$ cat src/rtl/bp_be_pkg.sv
// Backend shared types: processor config selector and the
// prefetch scheduler state encoding.
package bp_be_pkg;

  typedef enum logic [0:0] {
    e_bp_default_cfg
  } bp_params_e;

  typedef enum logic [0:0] {
    e_idle,
    e_issue
  } bp_be_pf_sched_state_e;

  function automatic int vaddr_width_f(bp_params_e cfg);
    case (cfg)
      e_bp_default_cfg: return 39;
      default:          return 39;
    endcase
  endfunction

  function automatic int dcache_block_width_f(bp_params_e cfg);
    case (cfg)
      e_bp_default_cfg: return 512;
      default:          return 512;
    endcase
  endfunction

endpackage

$ cat src/rtl/bsg_fifo_1r1w_small.sv
// Small 1-read 1-write FIFO; ready_o is a pure function of the
// registered count, so a same-cycle pop never frees a slot early.
module bsg_fifo_1r1w_small #(
  parameter int width_p = 8,
  parameter int els_p   = 4
) (
  input  logic               clk_i,
  input  logic               reset_i,
  input  logic               v_i,
  input  logic [width_p-1:0] data_i,
  output logic               ready_o,
  output logic               v_o,
  output logic [width_p-1:0] data_o,
  input  logic               yumi_i
);

  localparam int ptr_w_lp = (els_p > 1) ? $clog2(els_p) : 1;
  localparam int cnt_w_lp = $clog2(els_p + 1);
  localparam logic [ptr_w_lp-1:0] last_lp = ptr_w_lp'(els_p - 1);
  localparam logic [cnt_w_lp-1:0] full_lp = cnt_w_lp'(els_p);

  logic [width_p-1:0]  r_mem [els_p];
  logic [ptr_w_lp-1:0] r_rptr;
  logic [ptr_w_lp-1:0] r_wptr;
  logic [cnt_w_lp-1:0] r_cnt;

  logic w_enq;
  logic w_deq;

  assign ready_o = (r_cnt != full_lp);
  assign v_o     = (r_cnt != '0);
  assign data_o  = r_mem[r_rptr];
  assign w_enq   = v_i & ready_o;
  assign w_deq   = yumi_i & v_o;

  always_ff @(posedge clk_i) begin
    if (w_enq) begin
      r_mem[r_wptr] <= data_i;
    end
  end

  always_ff @(posedge clk_i) begin
    if (reset_i) begin
      r_rptr <= '0;
      r_wptr <= '0;
      r_cnt  <= '0;
    end else begin
      if (w_enq) begin
        r_wptr <= (r_wptr == last_lp) ? '0 : r_wptr + 1'b1;
      end
      if (w_deq) begin
        r_rptr <= (r_rptr == last_lp) ? '0 : r_rptr + 1'b1;
      end
      r_cnt <= r_cnt + cnt_w_lp'(w_enq) - cnt_w_lp'(w_deq);
    end
  end

endmodule

$ cat src/rtl/bp_be_prefetch_scheduler.sv
// Turns confirmed stride candidates into degree_p D$ prefetches,
// suppressing blocks issued recently via a small round-robin filter.
module bp_be_prefetch_scheduler
  import bp_be_pkg::*;
#(
  parameter bp_params_e bp_params_p = e_bp_default_cfg,
  parameter int stride_width_p = 8,
  parameter int fifo_els_p     = 4,
  parameter int degree_p       = 2,
  parameter int filter_els_p   = 4,
  localparam int vaddr_width_p = vaddr_width_f(bp_params_p),
  localparam int dcache_block_width_p = dcache_block_width_f(bp_params_p)
) (
  input  logic                      clk_i,
  input  logic                      reset_i,
  input  logic                      flush_i,
  input  logic                      cand_v_i,
  input  logic                      cand_confirm_i,
  input  logic [vaddr_width_p-1:0]  cand_addr_i,
  input  logic [stride_width_p-1:0] cand_stride_i,
  output logic                      cand_ready_o,
  output logic                      pf_v_o,
  output logic [vaddr_width_p-1:0]  pf_addr_o,
  input  logic                      pf_yumi_i,
  output logic                      idle_o
);

  localparam int off_w_lp  = $clog2(dcache_block_width_p / 8);
  localparam int tag_w_lp  = vaddr_width_p - off_w_lp;
  localparam int rem_w_lp  = $clog2(degree_p + 1);
  localparam int rr_w_lp   = (filter_els_p > 1) ? $clog2(filter_els_p) : 1;
  localparam int entry_w_lp = vaddr_width_p + stride_width_p;
  localparam int ext_w_lp  = vaddr_width_p - stride_width_p;
  localparam logic [rr_w_lp-1:0]  rr_last_lp = rr_w_lp'(filter_els_p - 1);
  localparam logic [rem_w_lp-1:0] degree_lp  = rem_w_lp'(degree_p);
  localparam logic [rem_w_lp-1:0] one_lp     = rem_w_lp'(1);

  logic                      w_fifo_v;
  logic                      w_fifo_ready;
  logic                      w_fifo_yumi;
  logic                      w_fifo_reset;
  logic                      w_enq_v;
  logic [entry_w_lp-1:0]     w_fifo_data;
  logic [vaddr_width_p-1:0]  w_head_addr;
  logic [stride_width_p-1:0] w_head_stride;
  logic [vaddr_width_p-1:0]  w_head_sext;
  logic [vaddr_width_p-1:0]  w_stride_sext;
  logic [tag_w_lp-1:0]       w_cur_tag;
  logic                      w_hit;
  logic                      w_issue;
  logic                      w_step;
  logic                      w_consume;

  bp_be_pf_sched_state_e     r_state;
  logic [vaddr_width_p-1:0]  r_cur;
  logic [stride_width_p-1:0] r_stride;
  logic [rem_w_lp-1:0]       r_rem;
  logic [filter_els_p-1:0]   r_filt_v;
  logic [tag_w_lp-1:0]       r_filt_tag [filter_els_p];
  logic [rr_w_lp-1:0]        r_rr;

  // Flush drops queued candidates through the FIFO's own reset.
  assign w_fifo_reset = reset_i | flush_i;
  assign w_enq_v = cand_v_i & cand_confirm_i
                 & (|cand_stride_i) & ~flush_i;
  assign w_fifo_yumi = (r_state == e_idle) & w_fifo_v & ~flush_i;

  bsg_fifo_1r1w_small #(
    .width_p (entry_w_lp),
    .els_p   (fifo_els_p)
  ) cand_fifo (
    .clk_i   (clk_i),
    .reset_i (w_fifo_reset),
    .v_i     (w_enq_v),
    .data_i  ({cand_addr_i, cand_stride_i}),
    .ready_o (w_fifo_ready),
    .v_o     (w_fifo_v),
    .data_o  (w_fifo_data),
    .yumi_i  (w_fifo_yumi)
  );

  assign {w_head_addr, w_head_stride} = w_fifo_data;
  assign w_head_sext =
    {{ext_w_lp{w_head_stride[stride_width_p-1]}}, w_head_stride};
  assign w_stride_sext =
    {{ext_w_lp{r_stride[stride_width_p-1]}}, r_stride};

  assign w_cur_tag = r_cur[vaddr_width_p-1:off_w_lp];

  always_comb begin
    w_hit = 1'b0;
    for (int i = 0; i < filter_els_p; i++) begin
      if (r_filt_v[i] && (r_filt_tag[i] == w_cur_tag)) begin
        w_hit = 1'b1;
      end
    end
  end

  assign w_issue   = (r_state == e_issue);
  assign w_step    = w_issue & (w_hit | pf_yumi_i);
  assign w_consume = pf_v_o & pf_yumi_i & ~flush_i;

  assign cand_ready_o = w_fifo_ready;
  assign pf_v_o       = w_issue & ~w_hit;
  assign pf_addr_o    = r_cur;
  assign idle_o       = (r_state == e_idle) & ~w_fifo_v;

  always_ff @(posedge clk_i) begin
    if (reset_i) begin
      r_state  <= e_idle;
      r_cur    <= '0;
      r_stride <= '0;
      r_rem    <= '0;
      r_filt_v <= '0;
      r_rr     <= '0;
      for (int i = 0; i < filter_els_p; i++) begin
        r_filt_tag[i] <= '0;
      end
    end else if (flush_i) begin
      r_state  <= e_idle;
      r_filt_v <= '0;
      r_rr     <= '0;
    end else begin
      unique case (r_state)
        e_idle: begin
          if (w_fifo_v) begin
            r_cur    <= w_head_addr + w_head_sext;
            r_stride <= w_head_stride;
            r_rem    <= degree_lp;
            r_state  <= e_issue;
          end
        end
        e_issue: begin
          if (w_step) begin
            r_cur <= r_cur + w_stride_sext;
            r_rem <= r_rem - 1'b1;
            if (r_rem == one_lp) begin
              r_state <= e_idle;
            end
          end
        end
        default: r_state <= e_idle;
      endcase
      if (w_consume) begin
        r_filt_v[r_rr]   <= 1'b1;
        r_filt_tag[r_rr] <= w_cur_tag;
        r_rr <= (r_rr == rr_last_lp) ? '0 : r_rr + 1'b1;
      end
    end
  end

endmodule

$ cat config.mk
export PLATFORM = sky130hd
export DESIGN_NAME = bp_be_prefetch_scheduler
export DESIGN_NICKNAME = d
export VERILOG_FILES = /design/src/rtl/bp_be_pkg.sv /design/src/rtl/bsg_fifo_1r1w_small.sv /design/src/rtl/bp_be_prefetch_scheduler.sv
export SDC_FILE = /design/constraint.sdc
export NUM_CORES = 1
export LEC_CHECK = 0
export BUFFER_PORTS_ARGS = -buffer_cell sky130_fd_sc_hd__buf_2
export CELL_PAD_IN_SITES_DETAIL_PLACEMENT = 0
export CELL_PAD_IN_SITES_GLOBAL_PLACEMENT = 2
export CORE_ASPECT_RATIO = 2
export CORE_UTILIZATION = 46
export DETAILED_ROUTE_END_ITERATION = 10
export PLACE_DENSITY = 0.95
export SYNTH_ARGS = -nofsm -noshare
export SYNTH_HDL_FRONTEND = slang
export SYNTH_HIERARCHICAL = 1
export SYNTH_SLANG_ARGS = --single-unit
$ cat constraint.sdc
create_clock -name clk_i -period 9.8 [get_ports clk_i]
set_input_delay 0.98 -clock clk_i [delete_from_list [all_inputs] [get_ports clk_i]]
set_output_delay 0.98 -clock clk_i [all_outputs]
set_load 0.1 [all_outputs]
Word-level counts from Yosys, hierarchy flattened
Memory sizes are Yosys's and may differ from the RTL's. A register that Yosys moved wholly into a read port is not among the register bits.
Cells that the tools add are included.
{"block": "word_totals", "output_inout_bits": 42, "n_memories": 2, "ram_bits": 320, "register_bits": 63, "wordCells": 94, "in_bits": 53}
{"block": "op_classes", "addsub": 8, "n_mux": 32, "n_bitwise": 19, "n_lt_le_gt_ge": 2, "reduce_logical": 11, "eq_ne": 11}
{"name": "cand_fifo.r_mem", "words": 4, "word_bits": 47, "rd": 1, "rd_ports_with_merged_regs": 1, "wr": 1, "line_no": "bsg_fifo_1r1w_small.sv:22", "text": "logic [width_p-1:0] r_mem [els_p];"}
{"name": "r_filt_tag", "words": 4, "word_bits": 33, "rd": 4, "rd_ports_with_merged_regs": 0, "wr": 4, "line_no": "bp_be_prefetch_scheduler.sv:59", "text": "logic [tag_w_lp-1:0] r_filt_tag [filter_els_p];"}
{"cell": "equality test 33 bit", "n": 4}
{"cell": "adder 39 bit", "n": 2}
{"cell": "2-to-1 mux 39 bit", "n": 2}
{"cell": "case mux 39 bit (2 select lines)", "n": 1}
{"cell": "2-to-1 mux 33 bit", "n": 1}
{"cell": "OR reduction 33 bit", "n": 1}
{"cell": "2-to-1 mux 1 bit", "n": 17}
{"cell": "2-to-1 mux 2 bit", "n": 8}
{"cell": "AND 1 bit", "n": 12}
{"cell": "OR reduction 8 bit", "n": 1}
{"cell": "adder 2 x 1 -> 2 bit, second input constant", "n": 3}
{"cell": "equality test 2 bit, second input constant", "n": 3}
{"cell": "AND reduction 3 bit", "n": 2}
{"cell": "logical AND 1 bit", "n": 5}
{"cell": "NOT 1 bit", "n": 4}
{"cell": "bitwise OR 4 bit", "n": 1}
{"cell": "case mux 2 bit (2 select lines)", "n": 1}
{"cell": "adder 3 x 1 -> 3 bit", "n": 1}
{"cell": "less-than comparator 2 x 3 -> 1 bit, second input constant", "n": 1}
{"cell": "inequality test 3 bit, second input constant", "n": 1}
{"cell": "nonzero test 3 bit", "n": 1}
{"cell": "subtractor 3 x 1 -> 3 bit", "n": 1}
{"cell": "demux 1 bit (select 2 bit)", "n": 1}
{"cell": "equality test 2 x 1 -> 1 bit, second input constant", "n": 1}
{"cell": "other kinds (7)", "n": 8}

Depth between registers and ports, before layout
{"block": "depth", "depth_word": 16, "ltp_mapped": 20, "depth_no_buf": 18}

Modules after synthesis
The synthesis kept the hierarchy.
{"module": "bp_be_prefetch_scheduler", "area_per_inst_um2": 13309.0, "cells_each": 1411, "seq_area_each_um2": 5084.9, "n_inst": 1}
{"module": "bsg_fifo_1r1w_small", "area_per_inst_um2": 7252.0, "cells_each": 294, "seq_area_each_um2": 5825.6, "n_inst": 1}

Worst setup path after synthesis
No wires, ideal clock.
{"block": "synth_path", "kind": "flip-flop to flip-flop", "from": "reg cand_fifo.r_cnt[1]", "to": "reg cand_fifo.r_cnt[2]", "path_slack_ns": 5.439, "arrival_time_ns": 4.283, "path_stages_with_launch": 17, "setup_time_ns": 0.078, "path_buffers": 1, "t_required_ns": 9.722, "path_cell_list": "dfxtp_1 -> or3_2 -> nor2_1 -> a311oi_4 -> nand2_2 -> inv_2 -> buf_4 -> o31ai_1 -> inv_1 -> ha_1 -> inv_1 -> ha_1 -> inv_1 -> fa_1 -> xor2_1 -> and2_1 -> nor3_1"}
{"block": "synth_between", "elab_chain_len": 5, "elab_cells_between_ends": 8, "classes_between": "add/sub (2); eq/ne (1); bitwise (4); reduce/logical (1)"}
{"item": "start, declared", "line_no": "bsg_fifo_1r1w_small.sv:25", "text": "logic [cnt_w_lp-1:0] r_cnt;"}
{"item": "start signal, assigned", "line_no": "bsg_fifo_1r1w_small.sv:54", "text": "r_cnt <= r_cnt + cnt_w_lp'(w_enq) - cnt_w_lp'(w_deq);"}
{"item": "nonzero test 3 bit", "line_no": "bsg_fifo_1r1w_small.sv:31", "text": "assign v_o = (r_cnt != '0);"}
{"item": "via w_fifo_v", "line_no": "bp_be_prefetch_scheduler.sv:38", "text": "logic w_fifo_v;"}
{"item": "AND 1 bit (2 in a row)", "line_no": "bp_be_prefetch_scheduler.sv:66", "text": "assign w_fifo_yumi = (r_state == e_idle) & w_fifo_v & ~flush_i;"}
{"item": "via w_fifo_yumi", "line_no": "bp_be_prefetch_scheduler.sv:40", "text": "logic w_fifo_yumi;"}
{"item": "AND 1 bit", "line_no": "bsg_fifo_1r1w_small.sv:34", "text": "assign w_deq = yumi_i & v_o;"}
{"item": "subtractor 3 x 1 -> 3 bit", "line_no": "bsg_fifo_1r1w_small.sv:54"}
The timed path passes the listed nets, and every way through them passes these cells.
A chain may end at the register's enable or synchronous reset.

==> flow_summary_export.csv <==
group,metric,value,unit
status,outcome,"finished, final reports clean",
floorplanning,fp.dieW,151,µm
layout,fillers,3876,
critical_path,crit_type,"reg2reg",
sta,post-route-period-util,0.531,
power,finalPower,3.45,mW
detailed_routing,wl_per_cell,22.1,µm
sta,tns,0,ns
floorplanning,die_area,0.0456,mm²
detailed_routing,drt-total-wl,51.5,mm
critical_path,path_delay_family,"simple AND/OR/NAND/NOR gates",
sta,fin_crit,5.21,ns
placement,numPortBuffers,94,
logic_synthesis,synth_seq_cells,385,
sta,max_slew.worst_pin.slew,1.01,ns
critical_path,end_kind,"flop",
logic_synthesis,synth_area_per_cell,12.1,µm²
logic_synthesis,synthArstFlopShare,0,
clock_network,clkSinkCount,385,
critical_path,crit_chain,"xor2_1, nor4_1, nand4_1, nor4_2, a2111oi_2, a311oi_4, buf_4, nand2_2, inv_2, o31ai_1, inv_1, ha_1, inv_1, ha_1, inv_1, fa_1, xor2_1, and2_1, nor3_1",
layout,synthToLayoutAreaGrowth,9.27,%
clock_network,cts-resized-gates,0,
logic_synthesis,yosys.area_share.adder,0.0565,
detailed_routing,viasPerCell,5.78,
critical_path,worstPathMaxFanout,36,
global_routing,grt_pass1_wl,78.2,mm
layout,nets,1898,
power,power_density,154,mW/mm²
floorplanning,rows,109,
floorplanning,start_util,0.465,
logic_synthesis,synthDistinctLibCells,82,
logic_synthesis,synth_mux_area_frac,0.0578,
global_routing,track_usage,0.231,
floorplanning,core_region_area,0.0442,mm²
clock_network,htreeDepth,1,
logic_synthesis,ys.flop_type,"edfxtp_1",
logic_synthesis,ys_top_cells_by_area,"edfxtp_1 47%, dfxtp_1 6.3%, xor2_1 5.7%",
sta,drv_slew,0,
floorplanning,ios,95,
logic_synthesis,synth-compound-area-share,0.113,
logic_synthesis,synth_top_cell_by_area,"edfxtp_1",
critical_path,worstPathRequired,10.33,ns
placement,pre_cts_slack,4.67,ns
logic_synthesis,syn-cell-area,0.0206,mm²
global_routing,antenna_found_initial,1,
worst_hold_path,hp-class,"reg2reg",
global_routing,grt-ovfl-total,0,
clock_network,cts-root-buf,"clkbuf_16",
critical_path,cpPeakStageDelay,0.80,ns
layout,final_common_cell,"edfxtp_1",
layout,drive_gt1_frac,0.145,
detailed_routing,ant_nets,0,
power,vdd_drop_max,0.000200,V
logic_synthesis,yosysWarnings,6,
clock_network,post_cts_buffers,0,
sta,skew,0.0234,ns
logic_synthesis,synth-simple-area-share,0.130,
critical_path,crit_slowest_cell,"dfxtp_1",
logic_synthesis,synth_top_family_by_area,"simple AND/OR/NAND/NOR gates",
placement,dp_hpwl,37.9,mm
logic_synthesis,synth_edf_count,320,
placement,placed_cells,2276,
sta,rsz0062_at_grt,"false",
layout,final_cell_mix,"320 x edfxtp_1, 140 x and2_1, 133 x xor2_1, 105 x a21oi_1, 94 x buf_2",
critical_path,arrival,5.74,ns
floorplanning,die_h,301,µm
clock_network,cts_buffer_depth,3,
detailed_routing,drc_errors,0,
logic_synthesis,syn-num-nets,1849,
global_routing,first_global_vias,13867,
power,leakage,8.86,nW
detailed_routing,drt_first_pass_iters,5,
detailed_routing,first_iter_violations,659,
critical_path,crit_buf_inv,5,
critical_path,cp-start-kind,"flop",
sta,slew_headroom,0.325,
run,maxCapViolCount,0,
clock_network,clk_latency,0.60,ns
placement,placed_area,0.0214,mm²
logic_synthesis,synth_xor_area_frac,0.0797,
clock_network,cts_hold_buf,0,
global_routing,grt_max_degree,65,
sta,timing.fmax,192,MHz
clock_network,cts_tree,"yes",
layout,finalInstanceArea,0.0225,mm²
clock_network,path_clk_slew,0.08,ns
detailed_routing,route.vias.total,13499,
sta,setup_slack,4.59,ns
logic_synthesis,yosysTopAreaCellShare,0.467,
critical_path,ff2ff_setup_slack,4.59,ns
sta,hold_violations,0,
logic_synthesis,syn_inst,1705,
critical_path,cp_common_cell,"inv_1",
sta,setup_viol,0,
layout,final_cells,2335,
clock_network,cts_buffers,31,
logic_synthesis,yosysSeqAreaShare,0.531,
placement,routabilityCongestion,0.871,
[through the flow]
stage,utilization,hold WS (ns)
final,0.508,0.476
after global placement,0.483,0.460
after floorplan,-,0.436
after detailed placement,0.483,0.466
after global routing,0.508,0.491
after CTS,0.508,0.476
[worst paths after layout]
| check | endpoint | cells after the start | startpoint |
|---|---|---|---|
| min reg2reg | r_stride[3] | 2 | r_stride[3] |
| min | r_stride[3] | 2 | r_stride[3] |
| max reg2reg | cand_fifo/r_cnt[2] | 19 | pf_addr_o[19] |
| max | cand_fifo/r_cnt[2] | 19 | pf_addr_o[19] |
[cell families (layout without fill, tap and decap cells)]
group / count (synthesis) / count (layout)
XOR/XNOR: 187 / 187
multiplexers: 60 / 60
buffers and inverters: 132 / 206
adder cells (fa/ha/maj): 91 / 91
other: 0 / 1
AND/OR/NAND/NOR: 493 / 493
AO/OA/AOI/OAI: 357 / 357
flip-flops: 385 / 385
[flip-flops by register name (all words and copies together), names as in the netlist, named ones only]
register	flops
cand_fifo/r_cnt	3
cand_fifo/r_mem	188
cand_fifo/r_rptr	2
cand_fifo/r_wptr	2
pf_addr_o	39
r_filt_tag	132
r_filt_v	4
r_rem	2
r_rr	2
r_state	1
r_stride	8
[Yosys cell counts, drive strengths merged (4+ instances only)]
cell	count
a2111oi	4
a211o	5
a211oi	23
a21boi	5
a21o	52
a21oi	105
a221oi	4
a311oi	5
a31oi	22
and2	140
and3	20
buf	52
clkbuf	50
dfxtp	65
edfxtp	320
ha	88
inv	29
mux2i	13
mux4	47
nand2	94
nand2b	11
nand3	27
nand4	25
nor2	77
nor2b	12
nor3	21
nor3b	4
nor4	35
o211ai	8
o21a	7
o21ai	73
o21bai	7
o31ai	6
or2	8
or3	5
xnor2	54
xor2	133
[final cells by class]
class | count | area (µm²) | share of cell area
Clock buffer | 34 | 787 | 0.0350
Multi-Input combinational cell | 1188 | 8990 | 0.400
Sequential cell | 385 | 10900 | 0.486
Inverter | 30 | 113 | 0.00501
Antenna cell | 1 | 2.50 | 0.000111
Timing Repair Buffer | 118 | 651 | 0.0290
Tap cell | 555 | 694 | 0.0309
Clock inverter | 24 | 315 | 0.0140
[power breakdown]
| part | switching [mW] | internal (mW) | total (mW) |
|---|---|---|---|
| Sequential | 0.0274 | 1.80 | 1.83 |
| Combinational | 0.180 | 0.0879 | 0.267 |
| Clock | 0.607 | 0.750 | 1.36 |
| Total | 0.814 | 2.64 | 3.45 |
[tightest hold or removal path: cells and delay by family, from the launching register on]
family / cells / cell delay (ns)
flip-flops: 1 / 0.32
AO/OA/AOI/OAI: 1 / 0.05
AND/OR/NAND/NOR: 1 / 0.06
[per-layer routing]
metal / up-vias / track usage / wire length [µm]
li1: 6439 / - / -
met1: 6588 / 0.231 / 17900
met2: 328 / 0.436 / 28300
met3: 144 / 0.0241 / 1680
met4: 0 / 0.155 / 3650
met5: - / 0 / 0
No activity file was read; power rests on OpenSTA's default activity.
